<file path="config.mk">
export PLATFORM = sky130hd
export DESIGN_NAME = bcd_result_decoder
export DESIGN_NICKNAME = d
export VERILOG_FILES = /design/src/rtl/bcd_result_decoder.sv
export SDC_FILE = /design/constraint.sdc
export NUM_CORES = 1
export LEC_CHECK = 0
export ABC_AREA = 0
export BUFFER_PORTS_ARGS = -buffer_cell sky130_fd_sc_hd__buf_2
export CAP_MARGIN = 20
export CORE_MARGIN = 5
export CORE_UTILIZATION = 58
export CTS_CLUSTER_DIAMETER = 40
export DETAILED_ROUTE_END_ITERATION = 10
export PLACE_DENSITY = 0.86
export SYNTH_ARGS = -nofsm -noshare
export SYNTH_HDL_FRONTEND = slang
export SYNTH_SLANG_ARGS = --single-unit
</file>
<file path="constraint.sdc">
create_clock -name clk -period 2.05 [get_ports clk]
set_input_delay 0.205 -clock clk [delete_from_list [all_inputs] [get_ports clk]]
set_output_delay 0.205 -clock clk [all_outputs]
set_load 0.01 [all_outputs]
</file>
<file path="src/rtl/bcd_result_decoder.sv">
// Sequential double-dabble converter: turns a signed two's-complement result into
// sign, BCD magnitude digits and a significant-digit count, one shift per clock.
module bcd_result_decoder #(
   parameter int WIDTH  = 16,
   parameter int DIGITS = 5
) (
   input  logic                  clk,
   input  logic                  nRST,
   input  logic                  start,
   input  logic [WIDTH-1:0]      bin_in,
   output logic [4*DIGITS-1:0]   bcd_out,
   output logic                  negative,
   output logic [2:0]            num_digits,
   output logic                  busy,
   output logic                  finish
);

   localparam int CNT_W = $clog2(WIDTH + 1);

   typedef enum logic [1:0] {
      IDLE,
      CONVERT,
      DONE
   } state_t;

   state_t               r_state;
   state_t               w_next;
   logic [WIDTH-1:0]     r_mag;
   logic [4*DIGITS-1:0]  r_scratch;
   logic                 r_neg;
   logic [CNT_W-1:0]     r_cnt;
   logic                 w_capture;
   logic                 w_step;
   logic                 w_load;
   logic [4*DIGITS-1:0]  w_adj;
   logic [2:0]           w_nd;

   always_ff @(posedge clk or negedge nRST) begin
      if (!nRST) r_state <= IDLE;
      else       r_state <= w_next;
   end

   always_comb begin
      w_next = r_state;
      case (r_state)
         IDLE:    if (start) w_next = CONVERT;
         CONVERT: if (r_cnt == CNT_W'(WIDTH - 1)) w_next = DONE;
         DONE:    w_next = IDLE;
         default: w_next = IDLE;
      endcase
   end

   always_comb begin
      w_capture = 1'b0;
      w_step    = 1'b0;
      w_load    = 1'b0;
      busy      = 1'b0;
      case (r_state)
         IDLE:    w_capture = start;
         CONVERT: begin w_step = 1'b1; busy = 1'b1; end
         DONE:    begin w_load = 1'b1; busy = 1'b1; end
         default: ;
      endcase
   end

   // Add-3 correction on every nibble that would overflow past 9 after the shift.
   always_comb begin
      w_adj = r_scratch;
      for (int i = 0; i < DIGITS; i++) begin
         if (r_scratch[4*i +: 4] >= 4'd5) w_adj[4*i +: 4] = r_scratch[4*i +: 4] + 4'd3;
      end
   end

   always_comb begin
      w_nd = 3'd1;
      for (int i = 0; i < DIGITS; i++) begin
         if (r_scratch[4*i +: 4] != 4'd0) w_nd = 3'(i + 1);
      end
   end

   always_ff @(posedge clk or negedge nRST) begin
      if (!nRST) begin
         r_mag     <= '0;
         r_scratch <= '0;
         r_neg     <= 1'b0;
         r_cnt     <= '0;
      end else if (w_capture) begin
         r_mag     <= bin_in[WIDTH-1] ? -bin_in : bin_in;
         r_neg     <= bin_in[WIDTH-1];
         r_scratch <= '0;
         r_cnt     <= '0;
      end else if (w_step) begin
         r_scratch <= (w_adj << 1) | {{(4*DIGITS-1){1'b0}}, r_mag[WIDTH-1]};
         r_mag     <= r_mag << 1;
         r_cnt     <= r_cnt + CNT_W'(1);
      end
   end

   // Display-facing outputs only move on the DONE cycle, so they are stable mid-conversion.
   always_ff @(posedge clk or negedge nRST) begin
      if (!nRST) begin
         bcd_out    <= '0;
         negative   <= 1'b0;
         num_digits <= 3'd1;
         finish     <= 1'b0;
      end else begin
         finish <= w_load;
         if (w_load) begin
            bcd_out    <= r_scratch;
            negative   <= r_neg;
            num_digits <= w_nd;
         end
      end
   end

endmodule
</file>
==> results by group <==
Yosys
  – Synth warn: 0
  – Cells after synthesis: 346
  – Cell area after technology mapping: 3670 um2
  – Yosys cell types: 38
  – Ys async rst share: 100%
  – Dominant synthesized flop cell: dfrtp_1
  – Cell with the most instances after synthesis: dfrtp_1
  – Synth cell count leaders: dfrtp_1, mux2_2, nand2_1
  – Mean Syn Cell Area: 10.6 um2
  – Synth top area cells: dfrtp_1, mux2_2, ha_1, xor2_1, a21oi_1
  – Syn_nets: ~380
  – Leading area contributor after synthesis: dfrtp_1
  – Seq/Total Area, Yosys: between 40% and 50%
  – EDFF count, synth: 0
  – Seq cells post-synth: 69
  – Area share of the largest cell type after synthesis: between 40% and 50%

Die
  – DIE AREA: about 8000 um2
  – CORE AREA: 6240 um2
  – Initial core utilization: 58.8%
  – # rows: 29
  – Die height: around 90 um
  – Die Wd: 89.6 um
  – I/O pin total: 45

Critical path
  – Critical Path End Type: flip-flop
  – RR Endpoint: r_scratch[2]
  – R2R setup slack: 0.29 ns
  – Crit-path max FO: 5
  – CP max stage delay: 0.43 ns
  – Stages on worst setup path: 6
  – Critical Path RT: 2.31 ns
  – Worst R2R Start: r_scratch[0]
  – Crit start category: flip-flop
  – Cells along the critical path: inv_1 -> ha_1 -> nand2b_1 -> a21oi_1 -> mux2_2 -> o22ai_1
  – Reg2reg path depth: 6
  – Crit path capture: r_scratch[2]
  – Setup crit start: r_scratch[0]
  – Critical path's top delay family: compound AO/OA/AOI/OAI gates
  – Crit path buf inv count: 1
  – Slowest cell on crit path: dfrtp_1
  – Setup CP Type: reg2reg
  – Arrival @ worst endpoint: 2.02 ns

Clock tree
  – Post-CTS resize count: 0
  – Cts hold-fix bufs: 1
  – Post-CTS setup buffer count: 0
  – Root buffer cell: clkbuf_8
  – Clk sink count: a little under 70
  – Num CTS Buffers: 9
  – H-tree depth: 3
  – Clock Tree Buf Depth: 2
  – Clock Latency Late Sink: 0.35 ns
  – Clock transition at path regs: ~0.06 ns
  – CTS tree: built

Run status
  – Result of the run: finished clean

STA
  – Fmax: about 570 MHz
  – Final hold violations: 0
  – Final Skew: 0.00782 ns
  – RSZ-0062 raised after global routing: no
  – Setup TNS: 0 ns
  – Final setup fails: 0
  – Least-Margin Pin Slew: a little over 0.6 ns
  – Hold slack: between 0.15 and 0.2 ns
  – Max_slew headroom: 59.2%
  – Max Slew Vio Count: 0
  – Fin crit period: 1.76 ns
  – Final worst setup slack: ~0.29 ns
  – Final Cycle Share: between 80% and 90%

Global routing
  – Layer with the highest usage: met2
  – Met2 GRT Util: 33.7%
  – Largest net degree at the start of global routing: 51
  – Met1 Use GR: roughly 24%
  – GRT Residual Overflow: 0
  – GRT Total Usage: 19.7%
  – Vias in the first global route: 2646
  – Initial antenna violation count: 0
  – Met3 Usage GRT: 3.32%
  – First-pass GRT wire length: ~12 mm

Placement
  – Pre-CTS setup slack: roughly 0.3 ns
  – IO buf count: 44
  – Placed Area: 3990 um2
  – Hpwl dp: 4.99 mm
  – Placer Congestion: about 0.8

Route
  – DRC: 0
  – Drt pass-1 iters: 4
  – Antenna-violating nets left: 0
  – Routed Wire Length: 7.14 mm
  – Drt initial violations: 141
  – Routed vias/inst: 5.71
  – Post-DR wirelength/cell: ~15 um
  – Total number of vias: around 2700

Pwr
  – Internal power: 3220 uW
  – P_leak: 0.00199 uW
  – Peak supply drop: 0.000676 V
  – Clock power share: 23.1%
  – Psw: 1740 uW
  – Sw Share: 35.2%
  – Logic pwr share: 37.2%
  – Sequential fraction of design power: 39.7%
  – PD cells: 1180 nW/um2

Min path
  – Hold Path Class: in2reg

Run
  – Max_cap viols: 0

Final layout
  – Final Net Count: 427
  – Area grow syn2layout: 14.6%
  – Post-route cell area: 4210 um2
  – Diode count: 0
  – Layout cell share with drive strength beyond 1: about a quarter
-- through the flow --
step / util [%] / instances / power (uW)
2_1_floorplan: - / 346 / 3290
3_3_place_gp: 64.0 / 454 / 3740
3_5_place_dp: 64.0 / 454 / 3840
4_1_cts: 67.4 / 471 / 5010
5_1_grt: 67.4 / 471 / 5320
6_report: 67.4 / 471 / 4960
-- power by group through the flow --
stage / Clock, uW / Sequential (uW) / Combinational, uW
finish: 1140 / 1970 / 1850
global route: 1220 / 2020 / 2080
CTS: 1170 / 1970 / 1870
detailed placement: 0 / 2000 / 1840
global placement: 0 / 1970 / 1770
floorplan: 0 / 1980 / 1310
-- area by class of cell --
type | count | area [um2]
clock inverters | 1 | 30.0
inverters | 20 | 75.1
repair buffers | 51 | 313
multi-input cells | 238 | 1790
fillers | 472 | 2030
clock buffers | 15 | 176
well taps | 77 | 96.3
flip-flops and latches | 69 | 1730
-- cells in the final DEF, fill, tap and decap left out, types with 7 or more instances in the layout --
cell type,n
ha_1,19
mux2_2,28
xor2_1,17
dfrtp_1,68
a21oi_1,25
xnor2_1,8
clkbuf_8,12
a211oi_1,13
o22ai_1,11
o31ai_1,7
nor2_1,9
inv_1,19
nor2b_1,12
buf_2,44
nand2_1,28
o21ai_0,15
-- how the worst min path moves through the flow --
stage          slack, ns  cells after the start       from          end
3_3_place_gp        0.24                      1       nRST  bcd_out[19]
5_1_grt             0.19                      3  bin_in[0]     r_mag[0]
3_5_place_dp        0.25                      1       nRST  bcd_out[18]
2_1_floorplan      -0.09                      0       nRST   bcd_out[0]
6_report            0.18                      3  bin_in[0]     r_mag[0]
4_1_cts             0.17                      3  bin_in[0]     r_mag[0]
-- worst min-delay path, delay by kind of cell --
kind,cells,cell delay [ns]
compound gates,1,0.09
buf+inv,2,0.18
-- cells by family (layout without fill, tap and decap cells) --
logic type | count (synthesis) | in the layout | share of synthesized area (%)
buffers and inverters | 39 | 87 | 4.19
flip-flops | 69 | 69 | 47.1
AND/OR/NAND/NOR | 80 | 80 | 11.4
adder cells (fa/ha/maj) | 19 | 19 | 6.48
AO/OA/AOI/OAI | 81 | 81 | 15.0
multiplexers | 33 | 33 | 9.95
XOR/XNOR | 25 | 25 | 5.96
-- sequential cells by signal (all words and copies together) (netlist names) --
register,count
negative,1
r_mag,16
finish,1
bcd_out,20
r_scratch,20
r_cnt,5
num_digits,3
r_state,2
r_neg,1
-- per-layer routing --
layer	wire length, um	vias to the layer above
li1	-	1301
met1	3120	1302
met2	3460	73
met3	418	13
met4	139	0
met5	0	-
(Power assumes the default switching activity.)
